===== src/rtl/zebra_pkg.sv =====
// Shared zebra types: pixel codes, binarizer FSM states, width helper.
// No ports; imported by the binarizer, its raster counter and the detector.
package zebra_pkg;

  localparam logic [1:0] PIX_BLACK   = 2'b00;
  localparam logic [1:0] PIX_WHITE   = 2'b01;
  localparam logic [1:0] PIX_VISITED = 2'b10;

  typedef enum logic [1:0] {
    IDLE,
    FILL,
    HANDOFF,
    WAIT_DET
  } bin_state_e;

  // Counter width that stays legal for a dimension of 1.
  function automatic int unsigned cnt_w(input int unsigned n);
    return (n > 1) ? $clog2(n) : 1;
  endfunction

endpackage


===== src/rtl/zebra_frame_binarizer_raster_counter.sv =====
// Raster x/y/address tracker for a pixel stream stage.
// Ports: clk/rst_n, i_clr, i_first, i_adv in; o_addr, o_eol, o_eof out.
module raster_counter
  import zebra_pkg::*;
#(
  parameter int unsigned WIDTH  = 640,
  parameter int unsigned HEIGHT = 480,
  parameter int unsigned AW     = cnt_w(WIDTH * HEIGHT)
) (
  input  logic          clk,
  input  logic          rst_n,
  input  logic          i_clr,
  input  logic          i_first,
  input  logic          i_adv,
  output logic [AW-1:0] o_addr,
  output logic          o_eol,
  output logic          o_eof
);

  localparam int unsigned XW = cnt_w(WIDTH);
  localparam int unsigned YW = cnt_w(HEIGHT);

  localparam logic [XW-1:0] X_LAST = XW'(WIDTH - 1);
  localparam logic [YW-1:0] Y_LAST = YW'(HEIGHT - 1);

  logic [XW-1:0] r_x;
  logic [YW-1:0] r_y;
  logic [AW-1:0] r_addr;

  logic [XW-1:0] w_bx;
  logic [YW-1:0] w_by;
  logic [AW-1:0] w_ba;
  logic          w_b_eol;
  logic          w_b_eof;

  logic [XW-1:0] w_nx;
  logic [YW-1:0] w_ny;
  logic [AW-1:0] w_na;

  // i_first steps from the origin: the beat itself sits at (0,0).
  assign w_bx = i_first ? '0 : r_x;
  assign w_by = i_first ? '0 : r_y;
  assign w_ba = i_first ? '0 : r_addr;

  assign w_b_eol = (w_bx == X_LAST);
  assign w_b_eof = w_b_eol && (w_by == Y_LAST);

  always_comb begin
    w_nx = w_bx + XW'(1);
    w_ny = w_by;
    w_na = w_ba + AW'(1);
    if (w_b_eol) begin
      w_nx = '0;
      w_ny = w_by + YW'(1);
    end
    if (w_b_eof) begin
      w_ny = '0;
      w_na = '0;
    end
  end

  always_ff @(posedge clk) begin
    if (!rst_n) begin
      r_x    <= '0;
      r_y    <= '0;
      r_addr <= '0;
    end else if (i_first || i_adv) begin
      r_x    <= w_nx;
      r_y    <= w_ny;
      r_addr <= w_na;
    end else if (i_clr) begin
      r_x    <= '0;
      r_y    <= '0;
      r_addr <= '0;
    end
  end

  assign o_addr = r_addr;
  assign o_eol  = (r_x == X_LAST);
  assign o_eof  = o_eol && (r_y == Y_LAST);

endmodule


===== src/rtl/zebra_frame_binarizer.sv =====
// Thresholds a raster gray stream into 2-bit codes in the frame BRAM.
// Ports: s_* stream in, bram_* write out, frame_ready/detection_valid hs.
module zebra_frame_binarizer
  import zebra_pkg::*;
#(
  parameter  int unsigned IMG_WIDTH  = 640,
  parameter  int unsigned IMG_HEIGHT = 480,
  parameter  int unsigned PIX_W      = 8,
  localparam int unsigned ADDR_W     = $clog2(IMG_WIDTH * IMG_HEIGHT)
) (
  input  logic              clk,
  input  logic              rst_n,
  input  logic [PIX_W-1:0]  threshold,
  input  logic              s_valid,
  output logic              s_ready,
  input  logic [PIX_W-1:0]  s_data,
  input  logic              s_sof,
  input  logic              s_eol,
  output logic              bram_we,
  output logic [ADDR_W-1:0] bram_waddr,
  output logic [1:0]        bram_wdata,
  output logic              frame_ready,
  input  logic              detection_valid,
  output logic              busy,
  output logic              frame_err
);

  // Flags of the (0,0) position, used by sof beats.
  localparam logic SOF_EOL = (IMG_WIDTH == 1);
  localparam logic SOF_EOF = (IMG_WIDTH == 1) && (IMG_HEIGHT == 1);

  bin_state_e        r_state;
  logic [PIX_W-1:0]  r_thr;
  logic              r_s_ready;
  logic              r_we;
  logic [ADDR_W-1:0] r_waddr;
  logic [1:0]        r_wdata;
  logic              r_fr;
  logic              r_busy;
  logic              r_err;

  logic              w_hs;
  logic              w_accepting;
  logic              w_sof_ok;
  logic              w_fill_ok;
  logic              w_white_new;
  logic              w_white;
  logic [ADDR_W-1:0] w_addr;
  logic              w_eol;
  logic              w_eof;

  assign w_hs        = s_valid && r_s_ready;
  assign w_accepting = (r_state == IDLE) || (r_state == FILL);

  // A well-framed frame start, from IDLE or restarting from FILL.
  assign w_sof_ok  = w_hs && w_accepting && s_sof &&
                     (s_eol == SOF_EOL);
  assign w_fill_ok = w_hs && (r_state == FILL) && !s_sof &&
                     (s_eol == w_eol);

  // Frame start beats compare against the threshold being latched.
  assign w_white_new = (s_data >= threshold);
  assign w_white     = (s_data >= r_thr);

  raster_counter #(
    .WIDTH  (IMG_WIDTH),
    .HEIGHT (IMG_HEIGHT),
    .AW     (ADDR_W)
  ) u_cnt (
    .clk     (clk),
    .rst_n   (rst_n),
    .i_clr   (r_state != FILL),
    .i_first (w_sof_ok),
    .i_adv   (w_fill_ok),
    .o_addr  (w_addr),
    .o_eol   (w_eol),
    .o_eof   (w_eof)
  );

  always_ff @(posedge clk) begin
    if (!rst_n) begin
      r_state   <= IDLE;
      r_thr     <= '0;
      r_s_ready <= 1'b0;
      r_we      <= 1'b0;
      r_waddr   <= '0;
      r_wdata   <= PIX_BLACK;
      r_fr      <= 1'b0;
      r_busy    <= 1'b0;
      r_err     <= 1'b0;
    end else begin
      r_we  <= 1'b0;
      r_fr  <= 1'b0;
      r_err <= 1'b0;
      unique case (r_state)
        IDLE: begin
          r_s_ready <= 1'b1;
          if (w_sof_ok) begin
            r_thr   <= threshold;
            r_we    <= 1'b1;
            r_waddr <= '0;
            r_wdata <= w_white_new ? PIX_WHITE : PIX_BLACK;
            r_busy  <= 1'b1;
            if (SOF_EOF) begin
              r_state   <= HANDOFF;
              r_s_ready <= 1'b0;
            end else begin
              r_state <= FILL;
            end
          end else if (w_hs && s_sof) begin
            r_err <= 1'b1;
          end
        end
        FILL: begin
          if (w_hs) begin
            if (s_sof) r_err <= 1'b1;
            if (w_sof_ok) begin
              r_thr   <= threshold;
              r_we    <= 1'b1;
              r_waddr <= '0;
              r_wdata <= w_white_new ? PIX_WHITE : PIX_BLACK;
              if (SOF_EOF) begin
                r_state   <= HANDOFF;
                r_s_ready <= 1'b0;
              end
            end else if (w_fill_ok) begin
              r_we    <= 1'b1;
              r_waddr <= w_addr;
              r_wdata <= w_white ? PIX_WHITE : PIX_BLACK;
              if (w_eof) begin
                r_state   <= HANDOFF;
                r_s_ready <= 1'b0;
              end
            end else begin
              r_err   <= 1'b1;
              r_state <= IDLE;
              r_busy  <= 1'b0;
            end
          end
        end
        HANDOFF: begin
          r_fr    <= 1'b1;
          r_state <= WAIT_DET;
        end
        WAIT_DET: begin
          if (detection_valid) begin
            r_state   <= IDLE;
            r_busy    <= 1'b0;
            r_s_ready <= 1'b1;
          end
        end
      endcase
    end
  end

  assign s_ready     = r_s_ready;
  assign bram_we     = r_we;
  assign bram_waddr  = r_waddr;
  assign bram_wdata  = r_wdata;
  assign frame_ready = r_fr;
  assign busy        = r_busy;
  assign frame_err   = r_err;

endmodule


===== config.mk =====
export PLATFORM = sky130hd
export DESIGN_NAME = zebra_frame_binarizer
export DESIGN_NICKNAME = d
export VERILOG_FILES = /design/src/rtl/zebra_pkg.sv /design/src/rtl/zebra_frame_binarizer_raster_counter.sv /design/src/rtl/zebra_frame_binarizer.sv
export SDC_FILE = /design/constraint.sdc
export NUM_CORES = 1
export LEC_CHECK = 0
export BUFFER_PORTS_ARGS = -buffer_cell sky130_fd_sc_hd__clkbuf_2
export CELL_PAD_IN_SITES_DETAIL_PLACEMENT = 2
export CELL_PAD_IN_SITES_GLOBAL_PLACEMENT = 2
export CORE_UTILIZATION = 25
export DETAILED_ROUTE_END_ITERATION = 12
export PLACE_DENSITY_LB_ADDON = 0.1
export SYNTH_ARGS = -nofsm -noshare
export SYNTH_HDL_FRONTEND = slang
export SYNTH_HIERARCHICAL = 1
export SYNTH_SLANG_ARGS = --single-unit

===== constraint.sdc =====
create_clock -name clk -period 3.4 [get_ports clk]
set_input_delay 0.17 -clock clk [delete_from_list [all_inputs] [get_ports clk]]
set_output_delay 0.17 -clock clk [all_outputs]
set_load 0.005 [all_outputs]

==> reports/results.tsv <==
stage	metric	value	unit
logic_synthesis	post-synthesis sequential area ratio	34.55	%
floorplanning	Horiz. Die Dim	132.1	um
power_and_ir_drop	worst vdd ir	0.0002413	V
route	number of routed nets with antenna violations	0	
timing	Final Cycle Share	92.20	%
setup_path	flop-to-flop setup slack	270	ps
timing	Final TNS setup	0	ps
logic_synthesis	syn_nets	551	
timing	Final setup viols	0	
logic_synthesis	Post-synth EDFFs	0	
global_routing	met1 Use GR	21.58	%
route	Detailed Routing Iterations Pass 1	4	
global_routing	global-route wire length before repair	23310	um
setup_path	CP cell instances	nand2_1, nor3_4, nor2b_1, ha_1, and4b_1, and3_1, a211oi_4, a41oi_1, a31oi_1	
logic_synthesis	Cells after Synth	510	
timing	fmax	0.3190	GHz
route	DR iter-0 viols	126	
timing	max_slew headroom	49.34	%
logic_synthesis	top_reg_cell synth	dfxtp_1	
finish	Final #Nets	594	
clock_network	CTS clock-pin slew for the worst setup and hold paths	60	ps
route	vias	3997	
min_path	WHS Endpoint	r_thr[0]	
setup_path	reg-to-reg endpoint	u_cnt/r_y[7]	
clock_network	Max clock buf depth	2	
global_routing	gr usage total	16.98	%
timing	unrepaired setup endpoints after global routing	no	
clock_network	Post-CTS Hold Buffers	0	
global_routing	GRT overflow	0	
floorplanning	Placement Rows	47	
setup_path	crit-path max FO	13	
timing	Slew Limit Fails	0	
floorplanning	total I/O pin count	48	
setup_path	critical path type	flop to flop	
route	Via density	5.138	
finish	fillcell total	1930	
logic_synthesis	Syn Area/Cell	8.295	um^2
floorplanning	Die Y	132.1	um
floorplanning	area of the die	17450	um^2
job	# Max-Cap Violations	0	
setup_path	Max stage delay on crit path	500	ps
timing	Tmin final	3135	ps
setup_path	crit path DAT	3400	ps
timing	worst slew pin tran	759.9	ps
setup_path	CP max-delay cell	nor3_4	
global_routing	grt met3 use	2.345	%
logic_synthesis	Ys Warns	6	
logic_synthesis	mapped cell area	4230	um^2
finish	register area	1461	um^2
clock_network	CTS tree	yes	
setup_path	worst r2r path cells	9	
setup_path	Setup crit end kind	flop	
min_path	Hold Path Class	input pin to flop	
setup_path	element type at the critical path start	flop	
logic_synthesis	fraction of registers with async set/reset	0	%
clock_network	# clock sinks	73	
floorplanning	core box area	16520	um^2
finish	area taken by multi-input logic gates	2506	um^2
min_path	hold_sp	threshold[0]	
place	gp weighted congestion	0.8102	
power_and_ir_drop	Pleak	1.854	nW
global_routing	antenna violations before repair	0	
global_routing	largest net degree at the start of global routing	45	
clock_network	clk root buf	clkbuf_16	
global_routing	met2 Use GR	29.42	%
timing	worst hold slack	102.0	ps
clock_network	Clock H-tree levels	3	
clock_network	CTS Buf Count	9	
route	DR WL/cell	17.94	um
global_routing	vias in the first global route	4276	
clock_network	CTS resizes	0	
finish	layout cells sized above 1	18.46	%
clock_network	post-CTS setup repair buffer count	0	
place	Port Buffer Count	46	
finish	diode count	0	
setup_path	RR Startpoint	s_ready	
global_routing	gr busiest metal	met2	
setup_path	CP required	3660	ps
power_and_ir_drop	PD cells	388.6	nW/um^2
min_path	cell depth of the worst hold path	3	
finish	Area Overhead vs Synth	17.33	%
logic_synthesis	Synth cell types	78	
timing	clk_skew	8.760	ps
route	DR DRC count	0	
logic_synthesis	synthesized flop and latch total	73	
clock_network	Clk Latency, worst-skew pair	350	ps
place	DP HPWL	10470	um
floorplanning	Initial Util	25.60	%
route	Routed WL	13960	um
timing	Final Hold Vio Count	0	
run_status	status	complete, no violations	
[placed cells by master (no fill, tap or decap), drive strengths merged, types with 4 or more instances in the layout]
cell and n:
nor3 13, buf 14, o211ai 4, a21boi 21, nor2b 19, nor4 5, and3 7, dfxtp 73
clkbuf 58, nand3 41, or4 5, nand4 14, o21a 4, o21ai 29, nand2 61, a21oi 29
ha 19, nor2 18, nand2b 7, a31oi 8, a41oi 6, inv 26, or3 6, and2 11
[how the worst max path moves through the flow]
stage                     startpoint               end  slack [ps]  cells after the start
after floorplan              s_ready  u_cnt/o_addr[17]          80                     15
after global placement       s_ready  u_cnt/o_addr[17]         380                      9
after detailed placement     s_ready      u_cnt/r_y[7]         270                      9
after CTS                    s_ready      u_cnt/r_y[7]         220                      9
after global routing         s_ready      u_cnt/r_y[7]          40                      9
final                        s_ready      u_cnt/r_y[7]         270                      9
[logic make-up (layout without fill, tap and decap cells)]
group | after synthesis | in the layout | synth area share, %
muxes | 3 | 3 | 0.7394
xor gates and xnor gates | 4 | 4 | 0.8283
adders and majority gates | 19 | 19 | 5.620
DFF | 73 | 73 | 34.55
and+or+nand+nor | 222 | 222 | 29.61
other | 1 | 1 | 0.08865
AOI/OAI and AO/OA | 133 | 133 | 22.36
buffers and inverters | 55 | 103 | 6.211
[sequential cells by signal, indices dropped and copies added, names as in the netlist, 8 cells and up, named ones only]
register and cells:
bram_waddr 19, u_cnt/o_addr 19, u_cnt/r_x 10, u_cnt/r_y 9
r_thr 8
[layout make-up]
| class | count | share of cell area [%] |
|---|---|---|
| Multi-Input combinational cell | 382 | 50.49 |
| Clock inverter | 4 | 0.5546 |
| Sequential cell | 73 | 29.44 |
| Inverter | 27 | 2.042 |
| Timing Repair Buffer | 60 | 6.756 |
| Clock buffer | 12 | 5.168 |
| Tap cell | 220 | 5.546 |
[Yosys cell counts (all sizes together), types with 3 or more instances]
master / number / share of area (%)
dfxtp: 73 / 35
nand2: 61 / 5.4
nand3: 41 / 5.0
a21oi: 29 / 3.6
o21ai: 29 / 3.5
inv: 26 / 2.3
a21boi: 21 / 3.7
ha: 19 / 5.6
nor2b: 19 / 2.9
nor2: 18 / 1.7
buf: 16 / 2.8
nand4: 14 / 2.1
nor3: 13 / 1.8
clkbuf: 12 / 1.1
and2: 11 / 1.6
a31oi: 8 / 1.3
and3: 7 / 1.0
nand2b: 7 / 1.6
a41oi: 6 / 1.2
or3: 6 / 1.0
nor4: 5 / 1.4
or4: 5 / 1.1
o211ai: 4 / 1.0
o21a: 4 / 0.71
a2111oi: 3 / 0.62
a211oi: 3 / 1.1
a22oi: 3 / 0.53
and4: 3 / 0.62
nand3b: 3 / 0.53
xnor2: 3 / 0.62
[metrics by stage]
step	util [%]	std cells	cell area [um^2]	total power, mW	setup slack, ps
4_1_cts	30.04	778	4964	1.969	218.0
3_3_place_gp	28.32	762	4679	1.019	382.0
6_report	30.04	778	4964	1.929	265.1
5_1_grt	30.04	778	4964	2.016	36.84
3_5_place_dp	28.32	762	4679	1.023	270.3
2_1_floorplan	-	510	4230	0.9684	84.61
[power by group]
part	switching (mW)	internal, mW	leakage [nW]	total, mW
Clock	0.395	0.533	0.131	0.929
Sequential	0.00465	0.861	0.589	0.866
Combinational	0.0843	0.0500	1.13	0.134
Total	0.484	1.44	1.85	1.93
[critical path, delay by kind of cell, from the launching register on]
family                   cells  cell delay (ps)
adder cells (fa/ha/maj)      1              250
AND/OR/NAND/NOR              5             1550
flip-flops                   1              390
AO/OA/AOI/OAI                3              850
[metal layers]
metal | vias to the layer above | part of all wire, %
li1 | 1947 | -
met1 | 1996 | 47
met2 | 42 | 49
met3 | 12 | 1.8
met4 | 0 | 1.4
met5 | - | 0
Note: power is estimated with default switching activity, not from simulation.
